`src/rtl/wrarb.sv`:
```
// Two-master write-bus arbiter with a registered downstream stage and round-robin grant.
// Define WRARB_PRIO_EN for fixed m0 priority with a starvation guard for m1.
module wrarb #(
    parameter int unsigned AW = 17,
    parameter int unsigned DW = 9
) (
    input  logic          clk,
    input  logic          rst,
    input  logic [AW-1:0] m0_wraddr,
    input  logic [DW-1:0] m0_wrdata,
    input  logic          m0_wrvalid,
    output logic          m0_wrready,
    input  logic [AW-1:0] m1_wraddr,
    input  logic [DW-1:0] m1_wrdata,
    input  logic          m1_wrvalid,
    output logic          m1_wrready,
    output logic [AW-1:0] s_wraddr,
    output logic [DW-1:0] s_wrdata,
    output logic          s_wrvalid,
    input  logic          s_wrready,
    output logic          s_wrsrc
);

    logic slot_free;
    logic any_valid;
    logic accept;
    logic grant;

`ifdef WRARB_PRIO_EN
    logic [3:0] starve_q;

    // m0 wins unless m1 has lost fifteen contested rounds in a row.
    always_comb begin
        grant = 1'b0;
        if (m1_wrvalid && (!m0_wrvalid || starve_q == 4'hF)) begin
            grant = 1'b1;
        end
    end

    always_ff @(posedge clk or posedge rst) begin
        if (rst) begin
            starve_q <= 4'd0;
        end else if (m1_wrready) begin
            starve_q <= 4'd0;
        end else if (m0_wrready && m1_wrvalid) begin
            starve_q <= starve_q + 4'd1;
        end
    end
`else
    logic last_q;

    always_comb begin
        grant = 1'b0;
        if (m0_wrvalid && m1_wrvalid) begin
            grant = !last_q;
        end else if (m1_wrvalid) begin
            grant = 1'b1;
        end
    end

    // Reset to 1 so m0 takes the first tie.
    always_ff @(posedge clk or posedge rst) begin
        if (rst) begin
            last_q <= 1'b1;
        end else if (accept) begin
            last_q <= grant;
        end
    end
`endif

    assign slot_free  = !s_wrvalid | s_wrready;
    assign any_valid  = m0_wrvalid | m1_wrvalid;
    assign accept     = slot_free & any_valid & !rst;
    assign m0_wrready = accept & !grant;
    assign m1_wrready = accept & grant;

    always_ff @(posedge clk or posedge rst) begin
        if (rst) begin
            s_wrvalid <= 1'b0;
            s_wraddr  <= '0;
            s_wrdata  <= '0;
            s_wrsrc   <= 1'b0;
        end else if (accept) begin
            s_wrvalid <= 1'b1;
            s_wraddr  <= grant ? m1_wraddr : m0_wraddr;
            s_wrdata  <= grant ? m1_wrdata : m0_wrdata;
            s_wrsrc   <= grant;
        end else if (s_wrready) begin
            s_wrvalid <= 1'b0;
        end
    end

endmodule

```
`config.mk`:
```
export PLATFORM = sky130hd
export DESIGN_NAME = wrarb
export DESIGN_NICKNAME = d
export VERILOG_FILES = /design/src/rtl/wrarb.sv
export SDC_FILE = /design/constraint.sdc
export NUM_CORES = 1
export LEC_CHECK = 0
export BUFFER_PORTS_ARGS = -buffer_cell sky130_fd_sc_hd__buf_2
export CAP_MARGIN = 10
export CORE_ASPECT_RATIO = 0.75
export CORE_UTILIZATION = 38
export DETAILED_ROUTE_END_ITERATION = 7
export PLACE_DENSITY = 0.75
export SLEW_MARGIN = 10
export SYNTH_ARGS = -nofsm -noshare
export SYNTH_HDL_FRONTEND = slang
export SYNTH_SLANG_ARGS = --single-unit
```
`constraint.sdc`:
```
create_clock -name clk -period 2 [get_ports clk]
set_input_delay 0.3 -clock clk [delete_from_list [all_inputs] [get_ports clk]]
set_output_delay 0.3 -clock clk [all_outputs]
set_load 0.01 [all_outputs]
```
==> results of run 1 <==
[area by class of cell]
cell class | instances | area [um2]
clock buffers | 7 | 96.3
clock inverters | 1 | 5.00
fillers | 322 | 1400
inverters | 80 | 300
multi-input cells | 35 | 337
flip-flops and latches | 29 | 727
well taps | 50 | 62.6
repair buffers | 95 | 498
[cell families (layout without fill, tap and decap cells)]
kind of cell           Yosys count  after routing  share of synthesized area (%)
DFF                             29             29                           51.1
buffers and inverters           88            183                           25.3
and+or+nand+nor                  4              4                           2.11
AOI/OAI and AO/OA               31             31                           21.5
[power by group through the flow]
stage,clock network [uW],logic [uW],registers [uW]
finish,521,491,784
global route,570,552,800
CTS,533,497,785
detailed placement,0,498,792
global placement,0,484,793
floorplan,0,210,852
[placed cells by master, fill, tap and decap left out, drive strengths merged]
master   n
nand2b   1
and4     1
a21o     1
a31oi    1
nand2    2
dfrtp   28
a222oi  26
buf     95
inv     80
o211ai   1
clkinv   1
a41oi    1
dfstp    1
clkbuf   7
o2111a   1
[synthesized netlist by cell type]
master / count
inv_1: 79
dfrtp_1: 28
a222oi_1: 26
buf_2: 3
buf_6: 2
clkbuf_1: 2
nand2_1: 2
a21o_1: 1
a31oi_1: 1
a41oi_1: 1
and4_1: 1
buf_8: 1
dfstp_2: 1
inv_2: 1
nand2b_4: 1
o2111a_1: 1
o211ai_2: 1
[state kept, by name, indices dropped and copies added, names as in the netlist]
name / cells
s_wraddr: 17
s_wrdata: 9
last_q: 1
s_wrsrc: 1
s_wrvalid: 1
[metrics by stage]
stage	std cells	utilization [%]	total power (uW)
2_1_floorplan	152	-	1060
3_3_place_gp	289	56.2	1280
3_5_place_dp	289	56.2	1290
6_report	297	59.2	1800
4_1_cts	297	59.2	1820
5_1_grt	297	59.2	1920
[how the worst max path moves through the flow]
stage          slack, ns                      end  cells after the start
6_report            0.26               m1_wrready                      3
2_1_floorplan       0.03               m1_wrready                      4
3_3_place_gp        0.43               m0_wrready                      6
3_5_place_dp        0.37  s_wrdata[0]$_DFFE_PP0P_                      4
5_1_grt             0.12               m1_wrready                      3
4_1_cts             0.24               m1_wrready                      3
[metal layers]
layer	vias up	wire, um
met5	-	0
met4	0	12
met3	4	296
met2	68	1540
met1	624	1510
li1	676	-
[tightest hold or removal path, delay by kind of cell]
family | cells | cell delay, ns
buffers and inverters | 3 | 0.41
==> impl_metrics.env, run 1 <==
export IMPL_rr_endpoint="s_wrdata[0]$_DFFE_PP0P_"
export IMPL_critPathBufInv=1
export IMPL_r2r_setup_slack_ns=0.40
export IMPL_pwr_share_clk_pct=29.0
export IMPL_final_cell_area_um2=2030
export IMPL_synth_distinct_cells=17
export IMPL_use_met2_pct=29.9
export IMPL_viasPerCell=4.62
export IMPL_cap_violations=0
export IMPL_routed_wl_mm=3.35
export IMPL_placed_area_um2=1920
export IMPL_synth_seq_area_share_pct=51.1
export IMPL_portBuffers=86
export IMPL_power_density_nw_per_um2=887
export IMPL_vdd_ir_drop_max_mv=0.417
export IMPL_synth_top_area_cell="dfrtp_1"
export IMPL_yosysWarnings=0
export IMPL_die_area_um2=4000
export IMPL_critical_path_class="reg -> out"
export IMPL_vias=1372
export IMPL_setup_viol_count_final=0
export IMPL_max_freq_mhz=576
export IMPL_holdWs_ns=0.0997
export IMPL_cpMaxStageDelayCell="and4_1"
export IMPL_path_clk_slew_ns=0.06
export IMPL_die_width_um=72.7
export IMPL_met1_usage_pct=21.6
export IMPL_worst_pin_slew_ns=0.495
export IMPL_finalSetupTns_ns=0
export IMPL_leakage_uw=0.00131
export IMPL_grt_max_degree=18
export IMPL_rsz0062_at_grt="no"
export IMPL_clk_path_buf_depth=2
export IMPL_gp_congestion=0.656
export IMPL_fp_coreArea_um2=3420
export IMPL_drt_initial_drc_count=128
export IMPL_start_kind="flop"
export IMPL_seq_power_share_pct=43.6
export IMPL_cp_end_kind="output port"
export IMPL_relSlewSlack_pct=66.9
export IMPL_fin_skew_ns=0.00858
export IMPL_cts_tree="built"
export IMPL_reg2reg_depth=4
export IMPL_syn_area_um2=1420
export IMPL_synth_top_cell_area_share_pct=49.2
export IMPL_hpwl_mm=2.59
export IMPL_antenna_cells=0
export IMPL_place_ws_ns=0.371
export IMPL_p_sw_uw=533
export IMPL_post_cts_buffers=0
export IMPL_area_growth_synth_to_final_pct=42.3
export IMPL_wl_per_cell_um=11.3
export IMPL_internal_power_uw=1260
export IMPL_cp_data_required_time_ns=1.70
export IMPL_clk_latency_ns=0.28
export IMPL_critical_path_top_delay_family="simple AND/OR/NAND/NOR gates"
export IMPL_fin_nets=303
export IMPL_rows=18
export IMPL_reg2reg_from="last_q$_DFFE_PP1P_"
export IMPL_syn_inst=152
export IMPL_cts_hold_buf=0
export IMPL_crit_chain="nand2b_4 > and4_1 > buf_2"
export IMPL_synth_fp_nets=209
export IMPL_drc_errors=0
export IMPL_path_max_fanout=12
export IMPL_io_pin_count=87
export IMPL_fin_crit_ns=1.74
export IMPL_initial_utilization_pct=41.6
export IMPL_clkSinkCount=29
export IMPL_run_status="finished clean"
export IMPL_postRouteAntennaNets=0
export IMPL_grt_pass1_wl_mm=5.15
export IMPL_period_share_pct=86.8
export IMPL_syn_avg_cell_area_um2=9.37
export IMPL_arrival_ns=1.44
export IMPL_comb_power_share_pct=27.3
export IMPL_grt_pass1_vias=1192
export IMPL_hold_path_class="in -> async"
export IMPL_overflow=0
export IMPL_antenna_found_initial=0
export IMPL_grt_util_met3_pct=7.61
export IMPL_die_h_um=55.0
export IMPL_yosys_top_cells_area="dfrtp_1 (49%), inv_1 (21%), a222oi_1 (18%)"
export IMPL_busiest_layer="met2"
export IMPL_htreeDepth=2
export IMPL_grt_use_total_pct=17.9
export IMPL_hold_viol=0
export IMPL_slew_violations=0
export IMPL_numCtsBuffers=5
export IMPL_startpoint="s_wrvalid$_DFFE_PP0P_"
export IMPL_layout_setup_ws_ns=0.264
export IMPL_drive_gt1_share_pct=43.3
export IMPL_p_sw_share_pct=29.7
export IMPL_dr_pass1_iters=6
export IMPL_crit_path_max_incr_delay_ns=0.44
export IMPL_clock_root_buffer="clkbuf_8"
export IMPL_ctsResizeCount=0
export IMPL_ys_seq_elements=29
(Power assumes the default switching activity.)
==> run 2, diff against run 1 <==
--- a/config.mk
+++ b/config.mk
@@ -11,6 +11,7 @@
 export CORE_UTILIZATION = 38
 export DETAILED_ROUTE_END_ITERATION = 7
 export PLACE_DENSITY = 0.75
+export RECOVER_POWER = 50
 export SLEW_MARGIN = 10
 export SYNTH_ARGS = -nofsm -noshare
 export SYNTH_HDL_FRONTEND = slang
==> run 2 against run 1 <==
Against the previous run:
- clock power hardly changed
- sequential power about the same
- final cell count unchanged
==> impl_metrics.env, run 2 (synthesis results as in run 1) <==
export IMPL_grt_pass1_wl_mm=5.15
export IMPL_drive_gt1_share_pct=36.8
export IMPL_antenna_cells=0
export IMPL_fp_coreArea_um2=3420
export IMPL_crit_chain="nand2b_4 > and4_1 > buf_2"
export IMPL_critical_path_class="reg -> out"
export IMPL_final_cell_area_um2=2000
export IMPL_grt_max_degree=18
export IMPL_viasPerCell=4.57
export IMPL_postLayoutCoreUtil_pct=58.3
export IMPL_post_cts_buffers=0
export IMPL_clkSinkCount=29
export IMPL_reg2reg_depth=4
export IMPL_crit_cells=3
export IMPL_htreeDepth=2
export IMPL_start_kind="flop"
export IMPL_cts_tree="built"
export IMPL_drc_errors=0
export IMPL_setup_viol_count_final=0
export IMPL_max_freq_mhz=571
export IMPL_postRouteAntennaNets=0
export IMPL_gp_congestion=0.656
export IMPL_layout_common_cells="inv_1 (79), buf_2 (73), dfrtp_1 (28)"
export IMPL_hold_path_class="in -> async"
export IMPL_fin_nets=303
export IMPL_cp_data_required_time_ns=1.70
export IMPL_initial_utilization_pct=41.6
export IMPL_relSlewSlack_pct=43.5
export IMPL_portBuffers=86
export IMPL_fin_skew_ns=0.00757
export IMPL_r2r_setup_slack_ns=0.40
export IMPL_hpwl_mm=2.59
export IMPL_period_share_pct=87.6
export IMPL_clk_path_buf_depth=2
export IMPL_fin_crit_ns=1.75
export IMPL_rows=18
export IMPL_cpMaxStageDelayCell="and4_1"
export IMPL_rsz0062_at_grt="no"
export IMPL_top_regs="s_wraddr: 17 flops, s_wrdata: 9 flops"
export IMPL_crit_path_max_incr_delay_ns=0.46
export IMPL_path_max_fanout=12
export IMPL_cp_end_kind="output port"
export IMPL_dr_pass1_iters=5
export IMPL_vdd_ir_drop_max_mv=0.417
export IMPL_vias=1357
export IMPL_startpoint="s_wrvalid$_DFFE_PP0P_"
export IMPL_clk_latency_ns=0.28
export IMPL_leakage_uw=0.00127
export IMPL_grt_pass1_vias=1192
export IMPL_finalSetupTns_ns=0
export IMPL_rr_endpoint="s_wrdata[0]$_DFFE_PP0P_"
export IMPL_cap_violations=0
export IMPL_placed_area_um2=1920
export IMPL_arrival_ns=1.45
export IMPL_die_h_um=55.0
export IMPL_mostFrequentLayoutCell="inv_1"
export IMPL_largest_reg_flops=17
export IMPL_die_area_um2=4000
export IMPL_cts_hold_buf=0
export IMPL_antenna_found_initial=0
export IMPL_wl_per_cell_um=11.4
export IMPL_power_density_nw_per_um2=891
export IMPL_routed_wl_mm=3.37
export IMPL_slew_violations=0
export IMPL_worst_pin_slew_ns=0.844
export IMPL_worstSetupEndpoint="m1_wrready"
export IMPL_overflow=0
export IMPL_grt_use_total_pct=17.9
export IMPL_path_clk_slew_ns=0.06
export IMPL_critPathBufInv=1
export IMPL_numCtsBuffers=5
export IMPL_ctsResizeCount=0
export IMPL_critical_path_top_delay_family="simple AND/OR/NAND/NOR gates"
export IMPL_die_width_um=72.7
export IMPL_run_status="finished clean"
export IMPL_area_growth_synth_to_final_pct=40.2
export IMPL_hold_viol=0
export IMPL_reg2reg_from="last_q$_DFFE_PP1P_"
export IMPL_io_pin_count=87
export IMPL_clock_root_buffer="clkbuf_8"
export IMPL_largest_register="s_wraddr"
export IMPL_drt_initial_drc_count=125
-- run 2: cell types whose count changed in the layout (fill, tap and decap cells not counted), sizes merged --
cell and delta:
buf -15, clkbuf +15
-- run 2: worst min path at each step --
stage,from,endpoint,slack (ns),cells past startpoint
3_5_place_dp,rst,s_wrdata[0]$_DFFE_PP0P_,0.40,3
5_1_grt,rst,s_wraddr[11]$_DFFE_PP0P_,0.1,3
2_1_floorplan,m0_wrvalid,last_q$_DFFE_PP1P_,0.40,1
4_1_cts,rst,s_wraddr[10]$_DFFE_PP0P_,0.1,3
6_report,rst,s_wraddr[11]$_DFFE_PP0P_,0.09,3
3_3_place_gp,rst,s_wrdata[2]$_DFFE_PP0P_,0.40,3
-- run 2: final cells by class --
cell class	instances	area (um2)
Fill cell	327	1430
Multi-Input combinational cell	35	332
Tap cell	50	62.6
Timing Repair Buffer	95	474
Sequential cell	29	727
Inverter	80	300
Clock buffer	7	96.3
Clock inverter	1	5.00
-- run 2: per-stage QoR --
step | instances | total power, uW | hold WS [ns] | setup WS [ns]
after floorplan | 152 | 1060 | 0.396 | 0.0343
after global placement | 289 | 1280 | 0.400 | 0.431
after detailed placement | 289 | 1290 | 0.404 | 0.371
after CTS | 297 | 1820 | 0.100 | 0.237
after global routing | 297 | 1910 | 0.0991 | 0.121
final | 297 | 1780 | 0.0916 | 0.248
-- run 2: report_power, final --
| group | total, uW | internal, uW | switching, uW |
|---|---|---|---|
| Combinational | 473 | 218 | 255 |
| Sequential | 786 | 718 | 68.9 |
| Clock | 520 | 310 | 210 |
-- run 2: worst register-to-register path, delay by kind of cell (launching register included) --
kind	cells	cell delay [ns]
and+or+nand+nor	2	0.38
buffers and inverters	1	0.24
AOI/OAI and AO/OA	1	0.32
DFF	1	0.55
-- run 2: per-layer routing --
metal / up-vias / share of wire (%) / global-route usage (%) / wire length (um)
li1: 678 / - / - / -
met1: 611 / 46 / 21.6 / 1540
met2: 64 / 46 / 29.9 / 1540
met3: 4 / 8.4 / 7.61 / 284
met4: 0 / 0.36 / 4.90 / 12
met5: - / 0 / 0 / 0
==> run 3, diff against run 2 <==
--- a/config.mk
+++ b/config.mk
@@ -8,9 +8,9 @@
 export BUFFER_PORTS_ARGS = -buffer_cell sky130_fd_sc_hd__buf_2
 export CAP_MARGIN = 10
 export CORE_ASPECT_RATIO = 0.75
-export CORE_UTILIZATION = 38
+export CORE_UTILIZATION = 46
 export DETAILED_ROUTE_END_ITERATION = 7
-export PLACE_DENSITY = 0.75
+export PLACE_DENSITY = 0.85
 export RECOVER_POWER = 50
 export SLEW_MARGIN = 10
 export SYNTH_ARGS = -nofsm -noshare
==> constraint.sdc (replaced) <==
create_clock -name clk -period 2.1 [get_ports clk]
set_input_delay 0.315 -clock clk [delete_from_list [all_inputs] [get_ports clk]]
set_output_delay 0.315 -clock clk [all_outputs]
set_load 0.01 [all_outputs]
==> run 3 against run 2 <==
Against the previous run:
- wire length grew 6.4%
- first-iteration DRC count rose by 12%
- register-to-register slack better by 0.04 ns
- die area decreased by 17%
- cell area down 1.3%
- clock-buffer cell count is the same
- clock power down 4.8%
- critical path depth fell by 1
- final cell count is 5.1% lower
- sequential power fell by 4.3%
- clock skew fell by 0.0010 ns
- non-clock buffer count down 3
- critical path type unchanged
- critical endpoint is now m0_wrready
- largest cell class unchanged
- largest power group unchanged
==> impl_metrics.env, run 3 (synthesis results as in run 1) <==
export IMPL_run_status="finished clean"
export IMPL_cap_violations=0
export IMPL_critical_path_top_delay_family="flip-flops"
export IMPL_top_regs="s_wraddr: 17 flops, s_wrdata: 9 flops"
export IMPL_hold_viol=0
export IMPL_crit_path_max_incr_delay_ns=0.56
export IMPL_finalSetupTns_ns=0
export IMPL_critPathBufInv=1
export IMPL_drc_errors=0
export IMPL_cts_hold_buf=0
export IMPL_largest_register="s_wraddr"
export IMPL_vias=1383
export IMPL_clock_root_buffer="clkbuf_8"
export IMPL_postRouteAntennaNets=0
export IMPL_die_area_um2=3320
export IMPL_final_cells=282
export IMPL_fin_nets=300
export IMPL_slew_violations=0
export IMPL_p_total_uw=1700
export IMPL_hpwl_mm=2.73
export IMPL_clk_path_buf_depth=2
export IMPL_postLayoutCoreUtil_pct=67.2
export IMPL_fin_skew_ns=0.00655
export IMPL_drive_gt1_share_pct=36.1
export IMPL_drt_initial_drc_count=140
export IMPL_cpMaxStageDelayCell="dfstp_2"
export IMPL_cp_data_required_time_ns=1.78
export IMPL_htreeDepth=2
export IMPL_die_h_um=50.2
export IMPL_period_share_pct=83.6
export IMPL_path_max_fanout=8
export IMPL_final_cell_area_um2=1970
export IMPL_gp_congestion=0.688
export IMPL_grt_pass1_vias=1347
export IMPL_power_density_nw_per_um2=864
export IMPL_largest_reg_flops=17
export IMPL_arrival_ns=1.44
export IMPL_vdd_ir_drop_max_mv=0.437
export IMPL_worst_pin_slew_ns=1.19
export IMPL_viasPerCell=4.90
export IMPL_rows=17
export IMPL_mostFrequentLayoutCell="inv_1"
export IMPL_cts_tree="built"
export IMPL_overflow=0
export IMPL_path_clk_slew_ns=0.06
export IMPL_ctsResizeCount=0
export IMPL_max_freq_mhz=570
export IMPL_placed_area_um2=1900
export IMPL_critical_path_class="reg -> out"
export IMPL_grt_pass1_wl_mm=5.91
export IMPL_grt_use_total_pct=24.0
export IMPL_area_growth_synth_to_final_pct=38.5
export IMPL_cp_end_kind="output port"
export IMPL_portBuffers=86
export IMPL_fin_crit_ns=1.76
export IMPL_clkSinkCount=29
export IMPL_antenna_found_initial=0
export IMPL_layout_common_cells="inv_1 (79), buf_2 (73), dfrtp_1 (28)"
export IMPL_die_width_um=66.2
export IMPL_start_kind="flop"
export IMPL_routed_wl_mm=3.59
export IMPL_leakage_uw=0.00126
export IMPL_dr_pass1_iters=8
export IMPL_hold_path_class="in -> async"
export IMPL_io_pin_count=87
export IMPL_numCtsBuffers=5
export IMPL_wl_per_cell_um=12.7
export IMPL_post_cts_buffers=0
export IMPL_crit_chain="o2111a_1 > buf_2"
export IMPL_grt_max_degree=23
export IMPL_relSlewSlack_pct=20.8
export IMPL_initial_utilization_pct=48.5
export IMPL_fp_coreArea_um2=2940
export IMPL_setup_viol_count_final=0
export IMPL_antenna_cells=0
export IMPL_rsz0062_at_grt="no"
export IMPL_clk_latency_ns=0.27
export IMPL_dp_cells=274
run 3: cell types whose count changed in the layout (fill, tap and decap cells not counted):
cell / delta
buf_4: -4
buf_12: +1
run 3: cell type report:
type                       count  area, um2
inverter                      80        300
tap                           38       47.5
fill                         251        963
clock buffer                   7       96.3
timing repair buffer          92        464
clock inverter                 1       5.00
sequential                    29        727
multi-input combinational     35        332
run 3: per-stage QoR:
step           setup slack (ns)  hold WS [ns]
2_1_floorplan             0.104         0.411
3_3_place_gp              0.623         0.416
3_5_place_dp              0.538         0.428
4_1_cts                   0.330         0.130
5_1_grt                   0.277         0.284
6_report                  0.344         0.224
run 3: worst paths after layout:
kind                                        from                        to  slack (ns)  cells past startpoint
setup / recovery              last_q$_DFFE_PP1P_                m0_wrready        0.34                      2
hold / removal                               rst  s_wraddr[15]$_DFFE_PP0P_        0.22                      3
setup reg to reg           s_wrvalid$_DFFE_PP0P_   s_wraddr[1]$_DFFE_PP0P_        0.44                      4
hold reg to reg              s_wrsrc$_DFFE_PP0P_       s_wrsrc$_DFFE_PP0P_        0.49                      1
max in group asynchronous                    rst   s_wrdata[6]$_DFFE_PP0P_        0.86                      3
min in group clk                      m0_wrvalid        last_q$_DFFE_PP1P_        0.27                      2
run 3: power by group:
part | internal (uW) | leakage [uW] | switching [uW]
sequential | 684 | 0.000318 | 68.1
combinational | 207 | 0.000884 | 251
clock | 296 | 0.0000542 | 199
total | 1190 | 0.00126 | 518
run 3: tightest hold or removal path, cell delays in order:
cell	delay, ns
buf_2	0.09
inv_1	0.12
clkbuf_1	0.41
run 3: per-layer routing:
metal / GRT usage, % / wire length (um) / part of all wire [%]
met1: 32.1 / 1560 / 43
met2: 37.6 / 1720 / 48
met3: 6.59 / 300 / 8.4
met4: 8.16 / 11 / 0.31
met5: 0 / 0 / 0
